===== config.mk =====
export PLATFORM = sky130hd
export DESIGN_NAME = pixel_mac16_flat
export DESIGN_NICKNAME = d
export VERILOG_FILES = /design/src/rtl/pixel_mac16_if.sv /design/src/rtl/pixel_mac16.sv /design/src/flat_wrapper.sv
export SDC_FILE = /design/constraint.sdc
export NUM_CORES = 1
export LEC_CHECK = 0
export CAP_MARGIN = 25
export CELL_PAD_IN_SITES_DETAIL_PLACEMENT = 1
export CELL_PAD_IN_SITES_GLOBAL_PLACEMENT = 2
export CORE_ASPECT_RATIO = 1.5
export CORE_MARGIN = 2
export CORE_UTILIZATION = 40
export CTS_CLUSTER_SIZE = 24
export DETAILED_ROUTE_END_ITERATION = 7
export PLACE_DENSITY_LB_ADDON = 0.1
export SYNTH_ARGS = -nofsm -noshare
export SYNTH_HDL_FRONTEND = slang
export SYNTH_SLANG_ARGS = --single-unit

===== constraint.sdc =====
create_clock -name clk -period 5.7 [get_ports clk]
set_input_delay 1.14 -clock clk [delete_from_list [all_inputs] [get_ports clk]]
set_output_delay 1.14 -clock clk [all_outputs]
set_load 0.005 [all_outputs]

===== src/rtl/pixel_mac16_if.sv =====
// Pixel/coefficient input stream and result output stream of pixel_mac16.
// The slave modport is the MAC stage; the master modport is whoever feeds it and drains it.
interface pixel_mac16_if;
  logic        in_valid;
  logic        in_ready;
  logic [7:0]  pixel_in;
  logic [7:0]  coeff_in;
  logic        out_valid;
  logic        out_ready;
  logic [15:0] result16;
  logic        sat;

  modport slave (
    input  in_valid, pixel_in, coeff_in, out_ready,
    output in_ready, out_valid, result16, sat
  );

  modport master (
    output in_valid, pixel_in, coeff_in, out_ready,
    input  in_ready, out_valid, result16, sat
  );
endinterface


===== src/rtl/pixel_mac16.sv =====
// Windowed MAC stage: accumulates TAPS pixel*coefficient products, then shifts and saturates
// the sum into one 16-bit unsigned result per window.
module pixel_mac16 #(
  parameter int unsigned TAPS  = 9,
  parameter int unsigned SHIFT = 0
) (
  input  logic          clk,
  input  logic          rst_n,
  input  logic          clear,
  pixel_mac16_if.slave  bus
);

  typedef enum logic [1:0] {IDLE, ACC, FIN, OUT} state_t;

  state_t             state;
  state_t             state_next;
  logic [3:0]         count;
  logic signed [20:0] acc;
  logic signed [20:0] acc_shift;
  logic signed [16:0] pixel_ext;
  logic signed [16:0] coeff_ext;
  logic signed [16:0] product;
  logic signed [20:0] product_ext;
  logic [15:0]        result_q;
  logic [15:0]        result_d;
  logic               sat_q;
  logic               sat_d;
  logic               ready;
  logic               valid;
  logic               accept;
  logic               last_beat;

  // Pixel is unsigned, so it is zero-extended; the 17-bit product cannot overflow.
  assign pixel_ext   = {9'd0, bus.pixel_in};
  assign coeff_ext   = {{9{bus.coeff_in[7]}}, bus.coeff_in};
  assign product     = pixel_ext * coeff_ext;
  assign product_ext = {{4{product[16]}}, product};

  assign accept    = bus.in_valid && ready;
  assign last_beat = (({1'b0, count} + 5'd1) == 5'(TAPS));
  assign acc_shift = acc >>> SHIFT;

  always_comb begin
    result_d = acc_shift[15:0];
    sat_d    = 1'b0;
    if (acc_shift[20]) begin
      result_d = 16'd0;
      sat_d    = 1'b1;
    end else if (|acc_shift[19:16]) begin
      result_d = 16'hFFFF;
      sat_d    = 1'b1;
    end
  end

  always_ff @(posedge clk or negedge rst_n) begin
    if (!rst_n) begin
      state <= IDLE;
    end else begin
      state <= state_next;
    end
  end

  // clear overrides every other transition, including an in-flight acceptance.
  always_comb begin
    state_next = state;
    ready      = 1'b0;
    valid      = 1'b0;
    case (state)
      IDLE: begin
        ready = 1'b1;
        if (bus.in_valid) state_next = last_beat ? FIN : ACC;
      end
      ACC: begin
        ready = 1'b1;
        if (bus.in_valid && last_beat) state_next = FIN;
      end
      FIN: state_next = OUT;
      OUT: begin
        valid = 1'b1;
        if (bus.out_ready) state_next = IDLE;
      end
      default: state_next = IDLE;
    endcase
    if (clear) state_next = IDLE;
  end

  always_ff @(posedge clk or negedge rst_n) begin
    if (!rst_n) begin
      count    <= 4'd0;
      acc      <= 21'sd0;
      result_q <= 16'd0;
      sat_q    <= 1'b0;
    end else if (clear) begin
      count <= 4'd0;
      acc   <= 21'sd0;
    end else begin
      case (state)
        IDLE: begin
          if (accept) begin
            acc   <= product_ext;
            count <= 4'd1;
          end
        end
        ACC: begin
          if (accept) begin
            acc   <= acc + product_ext;
            count <= count + 4'd1;
          end
        end
        FIN: begin
          result_q <= result_d;
          sat_q    <= sat_d;
        end
        OUT: begin
          if (bus.out_ready) count <= 4'd0;
        end
        default: ;
      endcase
    end
  end

  assign bus.in_ready  = ready;
  assign bus.out_valid = valid;
  assign bus.result16  = result_q;
  assign bus.sat       = sat_q;

endmodule


===== src/flat_wrapper.sv =====
// flat-port wrapper written by rule: the top's interface ports become plain ports
module pixel_mac16_flat 
#(
  parameter int unsigned TAPS  = 9,
  parameter int unsigned SHIFT = 0
)
  (clk, rst_n, clear, bus_in_valid, bus_pixel_in, bus_coeff_in, bus_out_ready, bus_in_ready, bus_out_valid, bus_result16, bus_sat);
  pixel_mac16_if bus_i ();
  input  logic clk;
  input  logic rst_n;
  input  logic clear;
  input wire logic [$bits(bus_i.in_valid)-1:0] bus_in_valid;
  input wire logic [$bits(bus_i.pixel_in)-1:0] bus_pixel_in;
  input wire logic [$bits(bus_i.coeff_in)-1:0] bus_coeff_in;
  input wire logic [$bits(bus_i.out_ready)-1:0] bus_out_ready;
  output wire logic [$bits(bus_i.in_ready)-1:0] bus_in_ready;
  output wire logic [$bits(bus_i.out_valid)-1:0] bus_out_valid;
  output wire logic [$bits(bus_i.result16)-1:0] bus_result16;
  output wire logic [$bits(bus_i.sat)-1:0] bus_sat;
  assign bus_i.in_valid = bus_in_valid;
  assign bus_i.pixel_in = bus_pixel_in;
  assign bus_i.coeff_in = bus_coeff_in;
  assign bus_i.out_ready = bus_out_ready;
  assign bus_in_ready = bus_i.in_ready;
  assign bus_out_valid = bus_i.out_valid;
  assign bus_result16 = bus_i.result16;
  assign bus_sat = bus_i.sat;
  pixel_mac16 #(.TAPS(TAPS), .SHIFT(SHIFT)) u_core (.clk(clk), .rst_n(rst_n), .clear(clear), .bus(bus_i));
endmodule

Yosys cells after proc, flatten, opt, wreduce, memory -nomap -nowiden
Cells that the tools add are included.
{"block": "totals", "regBits": 44, "in_bits": 21, "output_inout_bits": 19, "elab_cells": 51}
{"block": "op_classes", "n_addsub": 3, "multipliers": 1, "eq_ne": 9, "n_mux": 21, "bitwise_logic": 1, "n_reduce_logical": 11}
{"op": "two-way mux 21 bit", "count": 3}
{"op": "case mux 21 bit (2 select lines)", "count": 1}
{"op": "two-way mux 16 bit", "count": 2}
{"op": "adder 21 x 17 -> 21 bit", "count": 1}
{"op": "multiplier 9 x 8 -> 17 bit", "count": 1}
{"op": "two-way mux 4 bit", "count": 4}
{"op": "case mux 4 bit (3 select lines)", "count": 1}
{"op": "two-way mux 2 bit", "count": 5}
{"op": "!= test 3 x 2 -> 1 bit, second input constant", "count": 3}
{"op": "case mux 2 bit (4 select lines)", "count": 1}
{"op": "!= test 3 bit, second input constant", "count": 2}
{"op": "AND reduction 3 bit", "count": 2}
{"op": "adder 4 x 1 -> 5 bit, second input constant", "count": 1}
{"op": "== test 5 x 4 -> 1 bit, second input constant", "count": 1}
{"op": "adder 4 x 1 -> 4 bit, second input constant", "count": 1}
{"op": "== test 2 bit, second input constant", "count": 2}
{"op": "two-way mux 1 bit", "count": 4}
{"op": "AND reduction 4 bit", "count": 1}
{"op": "nonzero test 4 bit", "count": 1}
{"op": "OR reduction 4 bit", "count": 1}
{"op": "nonzero test 3 bit", "count": 1}
{"op": "== test 2 x 1 -> 1 bit, second input constant", "count": 1}
{"op": "logical AND 1 bit", "count": 2}
{"op": "logical NOT 2 bit", "count": 1}
{"op": "other kinds (3)", "count": 3}

Depth between registers and ports, before layout
{"block": "logic_depth", "depth_word": 7, "mapped_depth": 25, "ltp_nobuf": 25}

Worst setup path after synthesis
Ideal clock, no wire load.
{"block": "synth_path", "path_type": "input to register", "startpoint": "input port bus_pixel_in[0]", "endpoint": "register u_core.acc[20]", "setup_ns": 0.134, "arrival_ns": 6.831, "required_time_ns": 5.566, "slack_ns": -1.266, "cell_stages": 23, "path_buffers": 0, "cell_sequence": "nand2b_1 -> fa_1 -> fa_1 -> inv_1 -> fa_1 -> inv_1 -> fa_1 -> inv_1 -> ha_1 -> o21ai_1 -> nor2_1 -> o21a_1 -> o41ai_1 -> o21ai_0 -> xnor2_1 -> ha_1 -> and3_1 -> and3_4 -> a311o_1 -> nor4_1 -> a2111oi_1 -> a2111oi_1 -> nand2_1"}
{"block": "synth_between", "elab_chain_cells": 5, "elab_cells_between_ends": 6, "cone_classes": "add/sub (1); mul (1); mux (4)"}
{"item": "start: declaration", "line_no": "flat_wrapper.sv:13", "source": "input wire logic [$bits(bus_i.pixel_in)-1:0] bus_pixel_in;"}
{"item": "multiplier 9 x 8 -> 17 bit *", "line_no": "pixel_mac16.sv:36", "source": "assign product = pixel_ext * coeff_ext;"}
{"item": "adder 21 x 17 -> 21 bit", "line_no": "pixel_mac16.sv:106", "source": "acc <= acc + product_ext;"}
{"item": "two-way mux 21 bit", "line_no": "pixel_mac16.sv:105", "source": "if (accept) begin"}
{"item": "case mux 21 bit (2 select lines) *", "line_no": "pixel_mac16.sv:97", "source": "case (state)"}
{"item": "two-way mux 21 bit *", "line_no": "pixel_mac16.sv:93", "source": "end else if (clear) begin"}
{"item": "end signal: assignment", "line_no": "pixel_mac16.sv:100", "source": "acc <= product_ext;"}
{"item": "end signal: assignment", "line_no": "pixel_mac16.sv:106"}
{"item": "end: declaration", "line_no": "pixel_mac16.sv:18", "source": "logic signed [20:0] acc;"}
Mark *: on every way between the ends. The rest lies on a longest branch, timed or not. The select of a mux whose other input is x is not followed.
A chain may end at the register's enable or synchronous reset.

Worst setup path in the final report
{"block": "layout_path", "startpoint": "input port bus_coeff_in[7]", "endpoint": "register u_core.acc[20]"}
{"block": "layout_between", "elab_chain_cells": 5, "elab_cells_between_ends": 6, "cone_classes": "add/sub (1); mul (1); mux (4)"}
{"item": "start: declaration", "line_no": "flat_wrapper.sv:14", "source": "input wire logic [$bits(bus_i.coeff_in)-1:0] bus_coeff_in;"}
{"item": "multiplier 9 x 8 -> 17 bit *", "line_no": "pixel_mac16.sv:36"}
{"item": "adder 21 x 17 -> 21 bit", "line_no": "pixel_mac16.sv:106"}
{"item": "two-way mux 21 bit", "line_no": "pixel_mac16.sv:105"}
{"item": "case mux 21 bit (2 select lines) *", "line_no": "pixel_mac16.sv:97"}
{"item": "two-way mux 21 bit *", "line_no": "pixel_mac16.sv:93"}
Marked as above.

==> flow_metrics.tcl <==
set metrics [dict create \
    intPower_mw 2.55 \
    io_buffers 39 \
    clkPwrFrac 0.065 \
    final_hold_viol_count 0 \
    synth_cells 635 \
    multiInputGateArea_um2 4560 \
    synthesis.area_um2 5440 \
    synth-edff-count 0 \
    grt_max_degree 45 \
    cts.htree.levels 2 \
    grt_usage 0.240 \
    finalSetupViolCount 9 \
    drc 0 \
    status "complete, but fails checks" \
    synth.distinct_cells 62 \
    ff_latch_area_um2 1100 \
    start_util 0.406 \
    clkSinkCount 44 \
    grt_overflow 0 \
    worst-setup-path-type "primary input to register" \
    drt-total-wl_mm 17.3 \
    vias_per_cell 5.51 \
    p_sw_mw 2.12 \
    drt_iter0_drc 111 \
    cp_common_cell "fa_1" \
    die_w_um 99.2 \
    nFillCells 1568 \
    gp_congestion 0.855 \
    final_cell_mix "buf_4 (121), inv_1 (63), nand2_1 (62)" \
    skew_ps 9.79 \
    cp-end-kind "register" \
    grt_setup_unrepaired "true" \
    power.density_nw_per_um2 603 \
    fp.coreArea_um2 13400 \
    min_path_type "register to register" \
    combPwrFrac 0.822 \
    route.detailed.wl_per_inst_um 18.0 \
    tightest_slew_ps 876 \
    required_ps 5870 \
    cts_tree "built" \
    hpwlAfterDp_mm 13.2 \
    place_worst_setup_slack_ps -1970 \
    die_h_um 147 \
    dieArea_um2 14600 \
    p_leak_nw 3.74 \
    switching_share 0.454 \
    clock.fmax_mhz 151 \
    mostFrequentLayoutCell "buf_4" \
    antennaDiodeCount 0 \
    antenna_found_initial 0 \
    relSlewSlack 0.414 \
    seq_area_frac_synth 0.202 \
    firstDrtPassIters 4 \
    async_reset_ff_frac 1.00 \
    syn2layout_area_growth_pct 42.2 \
    synth_warnings 0 \
    num_rows 52 \
    violations "setup timing" \
    cp.arrival_ps 6790 \
    cp_max_fo 3 \
    seq_power_share 0.114 \
    fin_crit_sh 1.16 \
    tns_ps -6220 \
    numCtsBuffers 5 \
    setup_ws_ps -919 \
    cp-start-kind "primary input" \
    cts_max_path_buffers 2 \
    synth_ff_type "dfrtp_1" \
    slowest_delay_ps 530 \
    ant_nets 0 \
    maxSlewViolCount 0 \
    grt_pass1_wl_mm 28.3 \
    drv_cap 0 \
    cts.clk_slew.worst_paths_ps 70 \
    synth-seq-cells 44 \
    vias 5287 \
    insertion_delay_ps 290 \
    post-route-min-period_ps 6620 \
    vdd_ir_drop_max_mv 0.250 \
    fin_nets 924 \
    syn_nets 763 \
    syn_area_per_cell_um2 8.57 \
    drive_above_1_share 0.327 \
    cpMaxStageDelayCell "fa_1" \
    cts_root_buffer "clkbuf_16" \
    ioPinCount 40 \
    grt_pass1_vias 5971 \
]
[metal layers]
layer | global-route usage | wire length (um) | vias up
li1 | - | - | 2499
met1 | 0.246 | 6240 | 2637
met2 | 0.480 | 10000 | 105
met3 | 0.0162 | 368 | 46
met4 | 0.106 | 649 | 0
met5 | 0 | 0 | -
[through the flow]
| stage | total power, mW | cells | area, um^2 | hold WS [ps] | utilization |
|---|---|---|---|---|---|
| 6_report | 4.66 | 959 | 7740 | 476 | 0.577 |
| 2_1_floorplan | 2.24 | 635 | 5540 | 473 | - |
| 3_3_place_gp | 3.36 | 925 | 6860 | 462 | 0.512 |
| 3_5_place_dp | 3.48 | 926 | 6890 | 468 | 0.514 |
| 4_1_cts | 4.35 | 955 | 7510 | 481 | 0.561 |
| 5_1_grt | 5.02 | 959 | 7740 | 519 | 0.577 |
[critical path, delay by kind of cell]
kind	cells	cell delay, ps
adder cells (fa/ha/maj)	6	2600
buffers and inverters	6	520
XOR/XNOR	1	250
AO/OA/AOI/OAI	7	1550
AND/OR/NAND/NOR	5	750
[what timing repair did]
item | in CTS | in global routing
hold buffers | 0 | 0
buffers inserted | 21 | 5
pin swaps | 66 | 36
resized for setup | 166 | 44
setup endpoints to repair | 13 | 12
[cell type report]
| class | count | share of cell area |
|---|---|---|
| multi-input cells | 499 | 0.589 |
| inverters | 76 | 0.0377 |
| flip-flops and latches | 44 | 0.142 |
| repair buffers | 170 | 0.185 |
| clock buffers | 7 | 0.0184 |
| well taps | 162 | 0.0262 |
| clock inverters | 1 | 0.000970 |
[worst paths after layout]
kind,cells past startpoint,slack (ps),endpoint,from
setup / recovery,25,-920,u_core.acc[20]$_DFFE_PN0P_,bus_coeff_in[7]
hold / removal,2,480,u_core.bus.result16[2]$_DFFE_PN0P_,u_core.bus.result16[2]$_DFFE_PN0P_
setup reg to reg,10,2920,u_core.acc[20]$_DFFE_PN0P_,u_core.acc[0]$_DFFE_PN0P_
hold reg to reg,2,480,u_core.bus.result16[2]$_DFFE_PN0P_,u_core.bus.result16[2]$_DFFE_PN0P_
max in group asynchronous,2,4580,u_core.acc[18]$_DFFE_PN0P_,rst_n
min in group asynchronous,1,660,u_core.count[3]$_DFFE_PN0P_,rst_n
[flip-flops by register name, indices dropped and copies added (netlist names)]
| name | count |
|---|---|
| u_core.bus.result16 | 16 |
| u_core.bus.sat | 1 |
| u_core.acc | 21 |
| u_core.count | 4 |
| u_core.state | 2 |
[Yosys cell counts, types with 2 or more instances]
master,instances,area (um^2)
or3_1,2,12.5
nor3b_1,3,22.5
a22oi_1,5,37.5
a221o_1,3,30.0
a21oi_1,22,110
a2111oi_1,2,20.0
o21a_1,6,45.0
o21ai_0,38,190
nand2b_1,10,62.6
and2_1,44,275
a211oi_1,11,82.6
nand2_1,64,240
nand3b_1,2,15.0
xor2_1,7,61.3
fa_1,38,761
nor4bb_1,2,20.0
nor2_1,50,188
nor4_1,2,12.5
xnor2_1,15,131
a2111oi_0,3,26.3
o22ai_1,3,18.8
mux2i_1,7,70.1
o21bai_1,3,22.5
a22o_1,3,26.3
clkbuf_1,14,52.6
buf_1,2,7.51
or4_1,2,15.0
a21o_2,2,17.5
dfrtp_1,44,1100
nor3_1,6,30.0
a21o_1,11,82.6
nand4_1,2,12.5
o21ai_1,2,10.0
ha_1,69,863
nand3_1,10,50.1
inv_1,76,285
and4_1,3,26.3
nor2b_1,3,18.8
o31ai_1,21,158
[cells by family after synthesis]
kind of cell | synth area share
mux | 0.0149
compound gates | 0.191
flops | 0.202
xor+xnor | 0.0354
simple gates | 0.195
buf+inv | 0.0634
fa+ha+maj | 0.298
[power by group through the flow]
stage | combinational (mW) | clock [mW] | sequential (mW)
final | 3.83 | 0.301 | 0.530
after global routing | 4.16 | 0.317 | 0.548
after CTS | 3.51 | 0.304 | 0.528
after detailed placement | 2.95 | 0 | 0.531
after global placement | 2.84 | 0 | 0.527
after floorplan | 1.74 | 0 | 0.497
No activity file was read; power rests on OpenSTA's default activity.
